## config.mk

```make
export PLATFORM = sky130hd
export DESIGN_NAME = mcp_master_flat
export DESIGN_NICKNAME = d
export VERILOG_FILES = /design/src/rtl/mcp_master_if.sv /design/src/rtl/mcp_master.sv /design/src/flat_wrapper.sv
export SDC_FILE = /design/constraint.sdc
export NUM_CORES = 1
export LEC_CHECK = 0
export CAP_MARGIN = 20
export CORE_AREA = 2 2 117 108
export DETAILED_ROUTE_END_ITERATION = 7
export DIE_AREA = 0 0 119 110
export HOLD_SLACK_MARGIN = 0.06
export PLACE_DENSITY = 0.75
export SLEW_MARGIN = 20
export SYNTH_ARGS = -nofsm -noshare
export SYNTH_HDL_FRONTEND = slang
export SYNTH_SLANG_ARGS = --single-unit
```

## constraint.sdc

```tcl
create_clock -name clk -period 3.68 [get_ports clk]
set_input_delay 0.736 -clock clk [delete_from_list [all_inputs] [get_ports clk]]
set_output_delay 0.736 -clock clk [all_outputs]
set_load 0.1 [all_outputs]
```

## src/rtl/mcp_master_if.sv

```systemverilog
// Memory Card Port initiator bus bundle: CPU-side request channel plus the byte-wide port pins.
// master is the view of mcp_master; slave is the view of the CPU/responder side.
interface mcp_master_if;
  logic        cpu_req;
  logic        cpu_wr;
  logic [26:2] cpu_a;
  logic [3:0]  cpu_be;
  logic [31:0] cpu_di;
  logic [31:0] cpu_do;
  logic        cpu_ack;
  logic        cpu_timeout;
  logic [26:1] mcp_a;
  logic [7:0]  mcp_do;
  logic [7:0]  mcp_di;
  logic        mcp_csn;
  logic        mcp_rdn;
  logic        mcp_wrn;
  logic        mcp_readyn;

  modport master (
    input  cpu_req, cpu_wr, cpu_a, cpu_be, cpu_di, mcp_di, mcp_readyn,
    output cpu_do, cpu_ack, cpu_timeout, mcp_a, mcp_do, mcp_csn, mcp_rdn, mcp_wrn
  );

  modport slave (
    output cpu_req, cpu_wr, cpu_a, cpu_be, cpu_di, mcp_di, mcp_readyn,
    input  cpu_do, cpu_ack, cpu_timeout, mcp_a, mcp_do, mcp_csn, mcp_rdn, mcp_wrn
  );
endinterface

```

## src/rtl/mcp_master.sv

```systemverilog
// CPU-side Memory Card Port initiator: splits a 32-bit request into up to two
// byte-wide port cycles (one per enabled halfword) with setup/strobe/hold timing.
module mcp_master #(
  parameter int T_SETUP      = 1,
  parameter int T_STROBE_MIN = 2,
  parameter int T_HOLD       = 1,
  parameter int TIMEOUT      = 255
) (
  input  logic          clk,
  input  logic          reset,
  mcp_master_if.master  bus
);

  typedef enum logic [2:0] {
    IDLE   = 3'd0,
    SETUP  = 3'd1,
    STROBE = 3'd2,
    HOLD   = 3'd3,
    GAP    = 3'd4
  } state_t;

  localparam logic [15:0] SETUP_C   = 16'(T_SETUP);
  localparam logic [15:0] STR_MIN_C = 16'(T_STROBE_MIN);
  localparam logic [15:0] HOLD_C    = 16'(T_HOLD);
  localparam logic [15:0] TIMEOUT_C = 16'(TIMEOUT);

  state_t      state_r, state_s;
  logic [15:0] cnt_r, cnt_s;
  logic [26:2] a_r, a_s;
  logic        hi_pend_r, hi_pend_s;
  logic [7:0]  di_hi_r, di_hi_s;
  logic        wr_r, wr_s;
  logic        h_r, h_s;
  logic [26:1] mcp_a_r, mcp_a_s;
  logic [7:0]  mcp_do_r, mcp_do_s;
  logic        csn_r, csn_s;
  logic        rdn_r, rdn_s;
  logic        wrn_r, wrn_s;
  logic [31:0] cpu_do_r, cpu_do_s;
  logic        ack_r, ack_s;
  logic        timeout_r, timeout_s;

  // Only the low byte of each halfword travels over the port; the upper byte reads as FF.
  function automatic logic [31:0] put_byte(input logic [31:0] w, input logic h, input logic [7:0] b);
    logic [31:0] r;
    r = w;
    if (h) begin
      r[23:16] = b;
    end else begin
      r[7:0] = b;
    end
    return r;
  endfunction

  // Next-state and next-output logic for the port cycle sequencer.
  always_comb begin
    state_s   = state_r;
    cnt_s     = cnt_r;
    a_s       = a_r;
    hi_pend_s = hi_pend_r;
    di_hi_s   = di_hi_r;
    wr_s      = wr_r;
    h_s       = h_r;
    mcp_a_s   = mcp_a_r;
    mcp_do_s  = mcp_do_r;
    csn_s     = csn_r;
    rdn_s     = rdn_r;
    wrn_s     = wrn_r;
    cpu_do_s  = cpu_do_r;
    ack_s     = 1'b0;
    timeout_s = 1'b0;
    case (state_r)
      IDLE: begin
        if (bus.cpu_req && !ack_r) begin
          a_s       = bus.cpu_a;
          hi_pend_s = |bus.cpu_be[3:2];
          di_hi_s   = bus.cpu_di[23:16];
          wr_s      = bus.cpu_wr;
          cpu_do_s  = 32'hFFFF_FFFF;
          cnt_s     = 16'd1;
          if (|bus.cpu_be[1:0]) begin
            h_s     = 1'b0;
            state_s = SETUP;
            csn_s   = 1'b0;
            mcp_a_s = {bus.cpu_a, 1'b0};
            if (bus.cpu_wr) begin
              mcp_do_s = bus.cpu_di[7:0];
            end else begin
              mcp_do_s = mcp_do_r;
            end
          end else if (|bus.cpu_be[3:2]) begin
            h_s     = 1'b1;
            state_s = SETUP;
            csn_s   = 1'b0;
            mcp_a_s = {bus.cpu_a, 1'b1};
            if (bus.cpu_wr) begin
              mcp_do_s = bus.cpu_di[23:16];
            end else begin
              mcp_do_s = mcp_do_r;
            end
          end else begin
            // Nothing enabled: a bare GAP cycle turns the request straight into an ACK.
            h_s     = 1'b0;
            state_s = GAP;
          end
        end else begin
          state_s = IDLE;
        end
      end
      SETUP: begin
        if (cnt_r >= SETUP_C) begin
          state_s = STROBE;
          cnt_s   = 16'd1;
          if (wr_r) begin
            wrn_s = 1'b0;
          end else begin
            rdn_s = 1'b0;
          end
        end else begin
          cnt_s = cnt_r + 16'd1;
        end
      end
      STROBE: begin
        if ((cnt_r >= STR_MIN_C) && !bus.mcp_readyn) begin
          state_s = HOLD;
          cnt_s   = 16'd1;
          rdn_s   = 1'b1;
          wrn_s   = 1'b1;
          if (!wr_r) begin
            cpu_do_s = put_byte(cpu_do_r, h_r, bus.mcp_di);
          end else begin
            cpu_do_s = cpu_do_r;
          end
        end else if (cnt_r >= TIMEOUT_C) begin
          // Responder never answered: finish the cycle anyway and flag it.
          state_s   = HOLD;
          cnt_s     = 16'd1;
          rdn_s     = 1'b1;
          wrn_s     = 1'b1;
          timeout_s = 1'b1;
          if (!wr_r) begin
            cpu_do_s = put_byte(cpu_do_r, h_r, 8'hFF);
          end else begin
            cpu_do_s = cpu_do_r;
          end
        end else begin
          cnt_s = cnt_r + 16'd1;
        end
      end
      HOLD: begin
        if (cnt_r >= HOLD_C) begin
          state_s = GAP;
          csn_s   = 1'b1;
        end else begin
          cnt_s = cnt_r + 16'd1;
        end
      end
      GAP: begin
        if (!h_r && hi_pend_r) begin
          h_s     = 1'b1;
          state_s = SETUP;
          csn_s   = 1'b0;
          cnt_s   = 16'd1;
          mcp_a_s = {a_r, 1'b1};
          if (wr_r) begin
            mcp_do_s = di_hi_r;
          end else begin
            mcp_do_s = mcp_do_r;
          end
        end else begin
          ack_s   = 1'b1;
          state_s = IDLE;
        end
      end
      default: begin
        state_s = IDLE;
        csn_s   = 1'b1;
        rdn_s   = 1'b1;
        wrn_s   = 1'b1;
      end
    endcase
  end

  // State and output registers with synchronous reset.
  always_ff @(posedge clk) begin
    if (reset) begin
      state_r   <= IDLE;
      cnt_r     <= 16'd0;
      a_r       <= 25'd0;
      hi_pend_r <= 1'b0;
      di_hi_r   <= 8'd0;
      wr_r      <= 1'b0;
      h_r       <= 1'b0;
      mcp_a_r   <= 26'd0;
      mcp_do_r  <= 8'd0;
      csn_r     <= 1'b1;
      rdn_r     <= 1'b1;
      wrn_r     <= 1'b1;
      cpu_do_r  <= 32'hFFFF_FFFF;
      ack_r     <= 1'b0;
      timeout_r <= 1'b0;
    end else begin
      state_r   <= state_s;
      cnt_r     <= cnt_s;
      a_r       <= a_s;
      hi_pend_r <= hi_pend_s;
      di_hi_r   <= di_hi_s;
      wr_r      <= wr_s;
      h_r       <= h_s;
      mcp_a_r   <= mcp_a_s;
      mcp_do_r  <= mcp_do_s;
      csn_r     <= csn_s;
      rdn_r     <= rdn_s;
      wrn_r     <= wrn_s;
      cpu_do_r  <= cpu_do_s;
      ack_r     <= ack_s;
      timeout_r <= timeout_s;
    end
  end

  assign bus.cpu_do      = cpu_do_r;
  assign bus.cpu_ack     = ack_r;
  assign bus.cpu_timeout = timeout_r;
  assign bus.mcp_a       = mcp_a_r;
  assign bus.mcp_do      = mcp_do_r;
  assign bus.mcp_csn     = csn_r;
  assign bus.mcp_rdn     = rdn_r;
  assign bus.mcp_wrn     = wrn_r;

endmodule

```

## src/flat_wrapper.sv

```systemverilog
// flat-port wrapper written by rule: the top's interface ports become plain ports
module mcp_master_flat 
#(
  parameter int T_SETUP      = 1,
  parameter int T_STROBE_MIN = 2,
  parameter int T_HOLD       = 1,
  parameter int TIMEOUT      = 255
)
  (clk, reset, bus_cpu_req, bus_cpu_wr, bus_cpu_a, bus_cpu_be, bus_cpu_di, bus_mcp_di, bus_mcp_readyn, bus_cpu_do, bus_cpu_ack, bus_cpu_timeout, bus_mcp_a, bus_mcp_do, bus_mcp_csn, bus_mcp_rdn, bus_mcp_wrn);
  mcp_master_if bus_i ();
  input  logic clk;
  input  logic reset;
  input wire logic [$bits(bus_i.cpu_req)-1:0] bus_cpu_req;
  input wire logic [$bits(bus_i.cpu_wr)-1:0] bus_cpu_wr;
  input wire logic [$bits(bus_i.cpu_a)-1:0] bus_cpu_a;
  input wire logic [$bits(bus_i.cpu_be)-1:0] bus_cpu_be;
  input wire logic [$bits(bus_i.cpu_di)-1:0] bus_cpu_di;
  input wire logic [$bits(bus_i.mcp_di)-1:0] bus_mcp_di;
  input wire logic [$bits(bus_i.mcp_readyn)-1:0] bus_mcp_readyn;
  output wire logic [$bits(bus_i.cpu_do)-1:0] bus_cpu_do;
  output wire logic [$bits(bus_i.cpu_ack)-1:0] bus_cpu_ack;
  output wire logic [$bits(bus_i.cpu_timeout)-1:0] bus_cpu_timeout;
  output wire logic [$bits(bus_i.mcp_a)-1:0] bus_mcp_a;
  output wire logic [$bits(bus_i.mcp_do)-1:0] bus_mcp_do;
  output wire logic [$bits(bus_i.mcp_csn)-1:0] bus_mcp_csn;
  output wire logic [$bits(bus_i.mcp_rdn)-1:0] bus_mcp_rdn;
  output wire logic [$bits(bus_i.mcp_wrn)-1:0] bus_mcp_wrn;
  assign bus_i.cpu_req = bus_cpu_req;
  assign bus_i.cpu_wr = bus_cpu_wr;
  assign bus_i.cpu_a = bus_cpu_a;
  assign bus_i.cpu_be = bus_cpu_be;
  assign bus_i.cpu_di = bus_cpu_di;
  assign bus_i.mcp_di = bus_mcp_di;
  assign bus_i.mcp_readyn = bus_mcp_readyn;
  assign bus_cpu_do = bus_i.cpu_do;
  assign bus_cpu_ack = bus_i.cpu_ack;
  assign bus_cpu_timeout = bus_i.cpu_timeout;
  assign bus_mcp_a = bus_i.mcp_a;
  assign bus_mcp_do = bus_i.mcp_do;
  assign bus_mcp_csn = bus_i.mcp_csn;
  assign bus_mcp_rdn = bus_i.mcp_rdn;
  assign bus_mcp_wrn = bus_i.mcp_wrn;
  mcp_master #(.T_SETUP(T_SETUP), .T_STROBE_MIN(T_STROBE_MIN), .T_HOLD(T_HOLD), .TIMEOUT(TIMEOUT)) u_core (.clk(clk), .reset(reset), .bus(bus_i));
endmodule
```

Word level (Yosys, flattened, before mapping) --
Index checks and enable logic that the tools add are counted.
Operators by class: reduce and logical (&&, ||, !) cells 28, multiplexer cells 60, bitwise operators 4, eq/ne operators 19, $lt $le $gt $ge 3, add/subtract/negate cells 1
Operators by type and width (number):
- $mux 26 | 4
- $mux 16 | 6
- $mux 32 | 3
- $mux 8 | 11
- $pmux 16 s5 | 1
- $pmux 32 s2 | 1
- $pmux 26 s2 | 1
- $mux 24 | 2
- $mux 3 | 7
- $mux 1 | 18
- $add 16x1->16 const B | 1
- $ge 16x1->1 const B | 1
- $ge 16x2->1 const B | 1
- $ge 16x8->1 const B | 1
- $pmux 8 s2 | 1
- $reduce_and 4->1 | 4
- $pmux 3 s5 | 1
- $reduce_and 5->1 | 3
- $ne 2x1->1 const B | 7
- $reduce_and 3->1 | 3
- $ne 2x2->1 const B | 4
- $reduce_or 2->1 | 4
- $reduce_and 7->1 | 1
- $eq 3x2->1 const B | 2
- other kinds (15) | 27
Word-level totals: register bits 126, input bits 74, logic and storage cells 132

Logic depth before layout (Yosys ltp) --
depth after elaboration 5, mapped depth 9

Worst setup path before layout --
Ideal clock, no wire load.
path type flip-flop to output port, from register u_core.bus.cpu_do[30] (netlist name), to output port bus_cpu_do[10], arrival time 1620 ps, slack 1324 ps, stages on the path, launching flop included 2, buffers on the path 1, data required time 2944 ps, cell sequence dfxtp_1 > buf_4
RTL lines:
- end: declaration | RTL line flat_wrapper.sv:20 | output wire logic [$bits(bus_i.cpu_do)-1:0] bus_cpu_do;

Worst setup path in the final report --
from register u_core.ack_r, in the netlist u_core.bus.cpu_ack, to output port bus_cpu_ack
RTL lines:
- start: declaration | RTL line mcp_master.sv:40 | logic ack_r, ack_s;
- start signal: assignment | RTL line mcp_master.sv:216 | ack_r <= ack_s;
- end: declaration | RTL line flat_wrapper.sv:21 | output wire logic [$bits(bus_i.cpu_ack)-1:0] bus_cpu_ack;
No word-level cell between the ends.

==> impl_metrics.ini <==
[worst_setup_path]
cp_cell_sequence = clkdlybuf4s50_1
path_buf_inv = 1
cp_data_required_time_ps = 2940
critical_path.max_fanout = 3
cpPeakStageDelay_ps = 1160
critPathKind = flop to output pin
endpoint_kind = output pin
slowest_stage = clkdlybuf4s50_1
startpoint_type = flop
cp.arrival_ps = 1890
crit_family = buffers and inverters

[logic_synthesis]
syn-num-nets = 665
synth_commonest_cells = nand2_1 (141), dfxtp_1 (111), nor2_1 (45)
ys_warn_count = 0
synth_compound_gate_area_share_pct = 19.4
yosys-top-cells-area = dfxtp_1 (42%), nand2_1 (10%), a311oi_2 (6.6%)
avgSynthCellArea_um2 = 8.96
synth_most_common_cell = nand2_1
async_flop_share_pct = 0
synthSimpleGateAreaFrac_pct = 23.6
ys_seq_area_share_pct = 42.3
synth_cell_type_count = 60
synth_top_family_by_area = simple AND/OR/NAND/NOR gates
synth.area.mux_share_pct = 6.28
netlist_instances = 587
yosys_most_used_dff = dfxtp_1
synthAdderAreaFrac_pct = 0.952
synth_largest_area_cell = dfxtp_1
synth_edf_count = 0
synth-xor-area-share_pct = 0.167
syn_area_um2 = 5260
yosys_register_bits = 111
synth_top_area_share_pct = 42.3

[routing]
vias = 4460
drt_iter0_drc = 380
dr.pass1.iters = 5
viasPerCell = 5.27
drtAntennaViolNets = 0
drc = 0
routed_wl_um = 12500
routedWlPerCell_um = 14.7

[clock_network]
clkSinkCount = 111
htreeDepth = 3
holdBufCountCts = 0
clk-insertion-delay-late_ps = 350
cts.path.max_buffers = 2
root_buffer = clkbuf_16
cts-buffers-inserted = 9
cts_tree = built
clk_pin_slew_ps = 70
post-cts-setup-buffers = 0
ctsResizeCount = 0

[die]
rows = 38
fp.dieH_um = 110
dieArea_um2 = 13100
start_util_pct = 44.4
fp.coreArea_um2 = 11800
dieWidth_um = 119
ios = 145

[sta]
grt_setup_unrepaired = false
skew_ps = 12.0
min_period_ps = 2630
fin_crit_sh_pct = 71.4
hold_viol = 0
worst_slew_pin_slew_ps = 1030
timing.fmax_mhz = 381
drv_slew = 0
relSlewSlack_pct = 31.4
fin_hold_ws_ps = 455
setup_tns_ps = 0
setup_viol = 0

[place]
placed_area_um2 = 6410
dp_cells = 831
hpwl_um = 8580
port_buffers = 128
gp_congestion = 0.822

[grt]
top_usage_layer = met2
grt_max_degree = 73
use_met1_pct = 24.2
overflow = 0
grt_util_all_layers_pct = 19.0
grt_pass1_vias = 4177
grtUsageMet3_pct = 6.43
grt_pass1_wl_um = 20100
antenna_found_initial = 0
grt_util_met2_pct = 30.9

[layout]
final_cells = 847
layout-drive-gt1-share_pct = 16.4
syn_to_final_growth_pct = 27.7
fin_nets = 760
final_core_util_pct = 56.7
antennaDiodeCount = 0
final_cell_area_um2 = 6710

[power]
leakage_uw = 0.00244
vdd_drop_max_mv = 0.417
power_density_nw_per_um2 = 739

[hold_path]
hold_path_class = flop to flop

[flow_run]
maxCapViolations = 0

[outcome]
status = completed
[worst register-to-register path: stages, from the launching register on]
cell and delay (ps):
dfxtp_1 480, inv_1 100, ha_1 190, nor4b_1 360, nand4_2 280, a31oi_4 370, or2_1 380, o221ai_2 140
[layout by cell type, fill, tap and decap left out, types with 3 or more instances in the layout]
cell             count
a21oi_1             41
a311oi_2            23
and2_1               7
buf_4               23
clkbuf_16            9
clkdlybuf4s50_1    111
dfxtp_1            111
ha_1                 4
inv_1               12
mux2i_1             33
nand2_1            141
nand2b_1             5
nand3_1              5
nand4_1              3
nor2_1              44
nor2_2              25
nor3_1               7
nor4_4               3
o211ai_1             4
o21ai_0             15
o221ai_1             3
o221ai_2             6
or3_1                4
[where the power goes]
part / leakage, uW / switching (uW) / internal, uW / total [uW]
combinational: 0.00138 / 1670 / 703 / 2370
sequential: 0.000909 / 182 / 1420 / 1600
clock: 0.000149 / 437 / 547 / 984
[cells by family after synthesis]
| logic type | Yosys count |
|---|---|
| fa+ha+maj | 4 |
| mux | 33 |
| simple gates | 260 |
| compound gates | 115 |
| xor+xnor | 1 |
| flops | 111 |
| buf+inv | 63 |
[sequential cells by signal, indices dropped and copies added (netlist names), 3 cells and up]
name               flops
u_core.bus.cpu_do     17
u_core.bus.mcp_a      26
u_core.state_r         3
u_core.a_r            25
u_core.di_hi_r         8
u_core.bus.mcp_do      8
u_core.cnt_r          16
[cell type report]
class / instances / area [um^2]
Clock buffer: 11 / 243
Inverter: 13 / 48.8
Sequential cell: 111 / 2220
Timing Repair Buffer: 134 / 1280
Fill cell: 1014 / 5120
Tap cell: 160 / 200
Multi-Input combinational cell: 413 / 2660
Clock inverter: 5 / 57.6
[path summary, 6_finish.rpt]
check	from	endpoint	slack (ps)	depth (start not counted)
max	u_core.bus.cpu_ack	bus_cpu_ack	1050	1
min reg2reg	u_core.di_hi_r[3]	u_core.di_hi_r[3]	450	2
min	u_core.di_hi_r[3]	u_core.di_hi_r[3]	450	2
max reg2reg	u_core.cnt_r[1]	u_core.cnt_r[2]	1250	7
[per-layer routing]
metal	vias to the layer above	routed length, um
met5	-	0
met4	0	194
met3	14	954
met2	167	5760
met1	2083	5550
li1	2196	-
[stage by stage]
stage / power, uW / worst slack, ps
6_report: 4960 / 1050
5_1_grt: 5210 / 1010
4_1_cts: 4990 / 1030
3_5_place_dp: 4000 / 877
3_3_place_gp: 3970 / 902
2_1_floorplan: 3560 / 1320
No activity file was read; power rests on OpenSTA's default activity.
